==> src/rtl/game_pkg.sv <==
// Shared game types: mode, per-turn FSM state, winner encoding, map-control selector codes.
// Pure declarations; no logic, no latency.
package game_pkg;

    typedef enum logic [1:0] {
        MENU  = 2'd0,
        START = 2'd1,
        PLAY  = 2'd2,
        PAUSE = 2'd3
    } game_mode;

    typedef enum logic [1:0] {
        NONE = 2'b00,
        P1   = 2'b01,
        P2   = 2'b10,
        DRAW = 2'b11
    } winner_t;

    typedef enum logic [2:0] {
        IDLE      = 3'd0,
        WAIT_TICK = 3'd1,
        MOVE1     = 3'd2,
        SETTLE1   = 3'd3,
        MOVE2     = 3'd4,
        SETTLE2   = 3'd5,
        RESOLVE   = 3'd6,
        OVER      = 3'd7
    } turn_state_t;

    localparam logic [1:0] SEL_NONE = 2'b00;
    localparam logic [1:0] SEL_P1   = 2'b01;
    localparam logic [1:0] SEL_P2   = 2'b11;

endpackage

==> src/rtl/tick_divider.sv <==
// Loadable 32-bit down-counter that flags zero; load wins over enable, holds at 0.
// zero is combinational from the count register; no backpressure.
module tick_divider (
    input  logic        clk,
    input  logic        rst,
    input  logic        load,
    input  logic [31:0] load_val,
    input  logic        en,
    output logic        zero
);

    logic [31:0] r_cnt;

    always_ff @(posedge clk) begin
        if (rst) begin
            r_cnt <= 32'd0;
        end else if (load) begin
            r_cnt <= load_val;
        end else if (en && (r_cnt != 32'd0)) begin
            r_cnt <= r_cnt - 32'd1;
        end
    end

    assign zero = (r_cnt == 32'd0);

endmodule

==> src/rtl/turn_scheduler.sv <==
// Per-tick round sequencer: one-cycle grant to P1 then P2, samples collisions, declares winner.
// Grant decoded from the state register; a round spans 5 cycles, ticks are period+5 apart.
module turn_scheduler
    import game_pkg::*;
#(
    parameter int unsigned TICK_CYCLES_INIT = 2_000_000,
    parameter int unsigned TICK_CYCLES_MIN  = 500_000,
    parameter int unsigned SPEEDUP_STEP     = 100_000,
    parameter int unsigned SPEEDUP_ROUNDS   = 32
) (
    input  logic        clk,
    input  logic        rst,
    input  game_mode    mode,
    input  logic        player1_collision,
    input  logic        player2_collision,
    output logic [1:0]  selected_player,
    output logic        game_over,
    output winner_t     winner,
    output logic [15:0] round_count
);

    localparam logic [32:0] C_DEC_FLOOR = 33'(TICK_CYCLES_MIN) + 33'(SPEEDUP_STEP);

    turn_state_t r_state, w_state_nxt;
    logic [31:0] r_period;
    logic [15:0] r_round_count;
    logic        r_p1_hit, r_p2_hit, r_game_over;
    winner_t     r_winner;

    logic        w_load, w_en, w_zero, w_clear, w_round_ok, w_hit;
    logic [15:0] w_rc_inc;
    logic        w_rc_sat, w_speedup;
    logic [31:0] w_period_dec, w_reload_val;

    assign w_rc_sat     = (r_round_count == 16'hFFFF);
    assign w_rc_inc     = w_rc_sat ? r_round_count : r_round_count + 16'd1;
    assign w_speedup    = !w_rc_sat && ((32'(w_rc_inc) % SPEEDUP_ROUNDS) == 32'd0);
    // Compare at 33 bits so period < STEP clamps instead of wrapping.
    assign w_period_dec = ({1'b0, r_period} >= C_DEC_FLOOR) ? r_period - 32'(SPEEDUP_STEP)
                                                            : 32'(TICK_CYCLES_MIN);
    assign w_reload_val = r_period - 32'd1;

    tick_divider u_tick (
        .clk      (clk),
        .rst      (rst),
        .load     (w_load),
        .load_val (w_reload_val),
        .en       (w_en),
        .zero     (w_zero)
    );

    always_comb begin
        w_state_nxt = r_state;
        w_load      = 1'b0;
        w_en        = 1'b0;
        w_clear     = 1'b0;
        w_round_ok  = 1'b0;
        w_hit       = 1'b0;
        if (mode == START) begin
            w_state_nxt = IDLE;
            w_clear     = 1'b1;
        end else if (r_state == OVER) begin
            w_state_nxt = OVER;
        end else if (mode != PLAY) begin
            w_state_nxt = IDLE;
        end else begin
            case (r_state)
                IDLE: begin
                    w_state_nxt = WAIT_TICK;
                    w_load      = 1'b1;
                end
                WAIT_TICK: begin
                    if (w_zero) begin
                        w_state_nxt = MOVE1;
                        w_load      = 1'b1;
                    end else begin
                        w_en = 1'b1;
                    end
                end
                MOVE1:   w_state_nxt = SETTLE1;
                SETTLE1: w_state_nxt = MOVE2;
                MOVE2:   w_state_nxt = SETTLE2;
                SETTLE2: w_state_nxt = RESOLVE;
                RESOLVE: begin
                    if (!r_p1_hit && !r_p2_hit) begin
                        w_state_nxt = WAIT_TICK;
                        w_round_ok  = 1'b1;
                    end else begin
                        w_state_nxt = OVER;
                        w_hit       = 1'b1;
                    end
                end
                default: w_state_nxt = IDLE;
            endcase
        end
    end

    always_ff @(posedge clk) begin
        if (rst) begin
            r_state       <= IDLE;
            r_period      <= TICK_CYCLES_INIT;
            r_round_count <= 16'd0;
            r_p1_hit      <= 1'b0;
            r_p2_hit      <= 1'b0;
            r_game_over   <= 1'b0;
            r_winner      <= NONE;
        end else begin
            r_state <= w_state_nxt;
            if (w_clear) begin
                r_period      <= TICK_CYCLES_INIT;
                r_round_count <= 16'd0;
                r_p1_hit      <= 1'b0;
                r_p2_hit      <= 1'b0;
                r_game_over   <= 1'b0;
                r_winner      <= NONE;
            end else begin
                if (r_state == SETTLE1) r_p1_hit <= player1_collision;
                if (r_state == SETTLE2) r_p2_hit <= player2_collision;
                if (w_round_ok) begin
                    r_round_count <= w_rc_inc;
                    if (w_speedup) r_period <= w_period_dec;
                end
                if (w_hit) begin
                    r_game_over <= 1'b1;
                    r_winner    <= (r_p1_hit && r_p2_hit) ? DRAW : (r_p1_hit ? P2 : P1);
                end
            end
        end
    end

    always_comb begin
        case (r_state)
            MOVE1:   selected_player = SEL_P1;
            MOVE2:   selected_player = SEL_P2;
            default: selected_player = SEL_NONE;
        endcase
    end

    assign game_over   = r_game_over;
    assign winner      = r_winner;
    assign round_count = r_round_count;

endmodule

==> config.mk <==
export PLATFORM = sky130hd
export DESIGN_NAME = turn_scheduler
export DESIGN_NICKNAME = d
export VERILOG_FILES = /design/src/rtl/game_pkg.sv /design/src/rtl/tick_divider.sv /design/src/rtl/turn_scheduler.sv
export SDC_FILE = /design/constraint.sdc
export NUM_CORES = 1
export LEC_CHECK = 0
export CAP_MARGIN = 20
export CORE_MARGIN = 4
export CORE_UTILIZATION = 55
export CTS_CLUSTER_DIAMETER = 60
export CTS_CLUSTER_SIZE = 25
export DETAILED_ROUTE_END_ITERATION = 12
export HOLD_SLACK_MARGIN = 0.08
export PLACE_DENSITY = 0.88
export SLEW_MARGIN = 20
export SYNTH_ARGS = -nofsm -noshare
export SYNTH_HDL_FRONTEND = slang
export SYNTH_SLANG_ARGS = --single-unit
==> constraint.sdc <==
create_clock -name clk -period 3.8 [get_ports clk]
set_input_delay 0.76 -clock clk [delete_from_list [all_inputs] [get_ports clk]]
set_output_delay 0.76 -clock clk [all_outputs]
set_load 0.03 [all_outputs]
# After elaboration in Yosys (flattened, before gate mapping)
# Cells that the tools add are included.
# Widths: inputs -> output; s select.
# totals
ff_bits,88
latchBits,0
mem_bits_rw,0
rom_bits,0
input_bits,6
word_cells,75
memories,0
# op_classes
n_addsub,4
mul,0
div_mod_pow,0
order_cmp,1
n_eq_ne,11
n_shift,0
mux,33
bitwise_logic,1
n_reduce_logical,16
# ops
cell,n
$mux 32,3
$logic_not 32->1,2
$sub 32x1->32 const B,2
$ge 32x20->1 const B,1
$reduce_bool 32->1,1
$sub 32x17->32 const B,1
$pmux 3 s7,1
$mux 1,20
$add 16x1->16 const B,1
$eq 16x16->1 const B,1
$eq 3x3->1 const B,4
$mux 3,4
$eq 3x2->1 const B,2
$mux 5,1
$logic_and 1x1->1,4
$mux 2,2
$ne 4x3->1 const B,1
$pmux 2 s2,1
$reduce_and 2->1,2
$reduce_or 2->1,2
$eq 3x1->1 const B,1
$logic_not 1->1,3
$logic_not 3->1,1
$eq 2x1->1 const B,1
other kinds (4),4

# Logic depth before layout (Yosys ltp)
# depth
ltp_word,9
depth_mapped,15
mapped_depth_nobuf,12

# Cells and area by module
# From an unflattened synthesis, not the netlist that was laid out.
# unflattened
cells_unflattened,627
hier_area_um2,5221.3
# modules_own_cells
mod,n_inst,cells_each,area_each_um2
turn_scheduler,1,394,3228.1
tick_divider,1,233,1993.2

# Worst setup path before layout
# Ideal clock, no wire load.
# synth_path
path_type,in2reg
from,input mode[0]
to,register u_tick.r_cnt[20]
setup_time_ns,0.064
arrival_time_ns,3.904
required_ns,3.736
setup_slack_ns,-0.168
stages,14
path_buffers,3
cell_sequence,or4b_1 -> nor4_1 -> buf_4 -> nor2_1 -> clkbuf_1 -> buf_1 -> nand2_1 -> ha_1 -> o21ai_0 -> a211oi_1 -> o2111ai_2 -> nor3_1 -> mux2_2 -> nor2_1
# synth_between
elab_chain_len,6
# synth_lines
item,line,source
start: declaration,turn_scheduler.sv:13,"input game_mode mode,"
$ne 2x2->1,turn_scheduler.sv:64,end else if (mode != PLAY) begin
$mux 1,turn_scheduler.sv:64,
$mux 1,turn_scheduler.sv:62,end else if (r_state == OVER) begin
$mux 1,turn_scheduler.sv:59,if (mode == START) begin
$logic_and 1x1->1,tick_divider.sv:19,end else if (en && (r_cnt != 32'd0)) begin
$reduce_bool 2->1 (no line),-,
end signal: assignment,tick_divider.sv:18,r_cnt <= load_val;
end signal: assignment,tick_divider.sv:20,r_cnt <= r_cnt - 32'd1;
end: declaration,tick_divider.sv:12,logic [31:0] r_cnt;
# Several ways; a longest one is shown, not always the timed one.
# A chain may end at the register's enable or synchronous reset.

# Worst setup path after layout
# layout_path
from,input mode[1]
to,register u_tick.r_cnt[20]
# The elaborated chain is that of the path after synthesis.

==> flow_summary.ini <==
[route]
dr.first_iter.drc_count = 610
wl_per_cell_um = 18.5
ant_nets = 0
num_vias = 5867
met2_length_mm = 7.49
met3WireLength_mm = 1.59
routed.top_layer = met4
drt-vias-per-instance = 6.63
wl_met1_mm = 6.80
routed_wirelength_mm = 16.3
dr.pass1.iters = 6
drc_errors = 0

[synthesis]
synth-compound-area-share = 0.225
synth_top_family_by_area = simple AND/OR/NAND/NOR gates
synth_simple_gate_area_frac = 0.309
synth_area_leaders = dfxtp_1 30%, nor2_1 7.4%, nand2_1 5.4%
synth.distinct_cells = 79
synth-seq-area-share = 0.301
synthXorXnorAreaFrac = 0.0650
syn_inst = 725
avgSynthCellArea_um2 = 7.62
synth_area_leader_cell = dfxtp_1
synthMuxAreaShare = 0.0306
syn_nets = 734
synth_edf_count = 0
synth_area_um2 = 5520
synth_seq_cells = 83
synth_top_cells_by_count = 109 x nor2_1, 83 x dfxtp_1, 79 x nand2_1
synth.most_common_cell = nor2_1
synth_fa_ha_area_frac = 0.00680
ys_warn_count = 0
synth-main-ff-cell = dfxtp_1
async_reset_ff_frac = 0
synthDominantCellAreaShare = 0.301

[sta]
slew_headroom = 0.536
period_needed_ns = 3.75
finalHoldViolCount = 0
finalClockSkew_ns = 0.0152
worstMarginPinSlew_ns = 0.691
setup_tns_ns = 0
slew_violations = 0
setup_violations = 0
max_freq_mhz = 267
fin_crit_sh = 0.986

[critical_path]
path_class = primary input to flop
crit_arrival_ns = 4.06
ff2ff_setup_slack_ns = 0.36
cp.required_ns = 4.11
worst_setup_path_end_kind = flop
crit_fanout = 9
startpoint_type = primary input

[power_and_ir_drop]
power_mw = 2.21
powerDensity_nw_per_um2 = 357
peakVddDrop_mv = 0.231
p_leak_nw = 2.09

[die]
start_util = 0.565
pin_count = 27
die_h_um = 108
dieArea_um2 = 11700
core_um2 = 9770
die_w_um = 108
rows = 36

[global_routing]
grt_usage = 0.283
grt_pass1_wl_mm = 26.8
grt_start_max_net_pins = 41
grt_pass1_vias = 5511
antenna_found_initial = 0
grt_overflow_total = 0

[clock_tree]
cts_htree_levels = 3
postCtsSetupBuffers = 0
cts_hold_buf = 0
cts_tree = done
clk_pin_slew_ns = 0.10
cts.sinks = 83
clock_path_buffers = 2
worstSkewPairLatency_ns = 0.37
cts-buffers-inserted = 9
root_buffer = clkbuf_8

[finish]
n_antenna_cell = 0
areaGrowthSynthToFinish_pct = 12.0
fillers = 838
nets = 756
final_core_util = 0.633
drive_gt1_frac = 0.121

[worst_hold_path]
worstHoldPathType = flop to flop

[placement]
io_buffers = 26
dp_hpwl_mm = 11.5
place_congestion = 0.994

[job]
maxCapViolCount = 0

[run_status]
outcome = completed
-- cells by family (layout without fill, tap and decap cells) --
group	after synthesis	count (layout)
and+or+nand+nor	340	340
AOI/OAI and AO/OA	179	179
DFF	83	83
buffers and inverters	63	90
xor gates and xnor gates	41	41
muxes	16	16
adders and majority gates	3	3
-- report_power, final --
| group | switching, mW | total (mW) | internal, mW |
|---|---|---|---|
| clock | 0.369 | 0.750 | 0.381 |
| sequential | 0.0424 | 0.938 | 0.896 |
| combinational | 0.319 | 0.520 | 0.201 |
| total | 0.730 | 2.21 | 1.48 |
-- layout by cell type, fill, tap and decap left out, drive strengths merged, types with 7 or more instances in the layout --
cell,count
a21oi,31
nor3,32
nand4,15
dfxtp,83
clkbuf,9
nor2,109
nor4,16
inv,14
nand2,80
or2,7
or3,16
a31oi,15
mux2i,9
xnor2,28
o21ai,41
mux2,7
clkdlybuf4s50,26
a211oi,11
xor2,13
buf,37
o31ai,7
nand3,24
-- routing by layer --
layer | GRT usage | vias to the layer above
met1 | 0.380 | 2784
met4 | 0.117 | 0
met2 | 0.448 | 332
met3 | 0.0490 | 59
met5 | 0 | -
li1 | - | 2692
-- flip-flops by register name (all words and copies together) (netlist names) --
signal / cells
r_period: 27
game_over: 1
winner: 2
u_tick.r_cnt: 32
r_p2_hit: 1
round_count: 16
r_p1_hit: 1
r_state: 3
-- critical path: stages --
cell             delay [ns]
clkdlybuf4s50_1        0.49
or4b_1                 0.52
nor4_2                 0.37
nor2_2                 0.08
nand2_1                0.08
ha_1                   0.17
o21ai_1                0.10
a211oi_1               0.37
o2111ai_2              0.38
nor3_1                 0.30
mux2_2                 0.37
nor2_1                 0.08
-- repair_timing --
| action | 4_1_cts | 5_1_grt |
|---|---|---|
| endpoints found under the setup margin | 0 | 3 |
| hold endpoints to repair | 0 | 0 |
| gates resized for setup | 0 | 3 |
-- final timing paths --
check              from                to  cells past startpoint
max             mode[1]  u_tick.r_cnt[20]                     12
min           winner[0]         winner[0]                      2
max reg2reg  r_state[2]  u_tick.r_cnt[20]                     12
min reg2reg   winner[0]         winner[0]                      2
-- area by class of cell --
| type | count | area [um^2] | area share |
|---|---|---|---|
| timing repair buffer | 63 | 551 | 0.0890 |
| clock inverter | 7 | 105 | 0.0170 |
| sequential | 83 | 1660 | 0.269 |
| tap | 133 | 166 | 0.0269 |
| clock buffer | 9 | 124 | 0.0200 |
| multi-input combinational | 579 | 3540 | 0.572 |
| inverter | 11 | 41.3 | 0.00668 |
-- metrics by stage --
stage               hold slack, ns  cells  instance area, um^2  worst slack [ns]
floorplan                    0.449    725                 5530            0.0318
global placement             0.435    869                 5940          -0.00635
detailed placement           0.448    869                 5940            -0.115
CTS                          0.461    885                 6170             0.264
global route                 0.488    885                 6180          -0.00719
finish                       0.456    885                 6180            0.0522
Power figures use the tool's default switching activity.
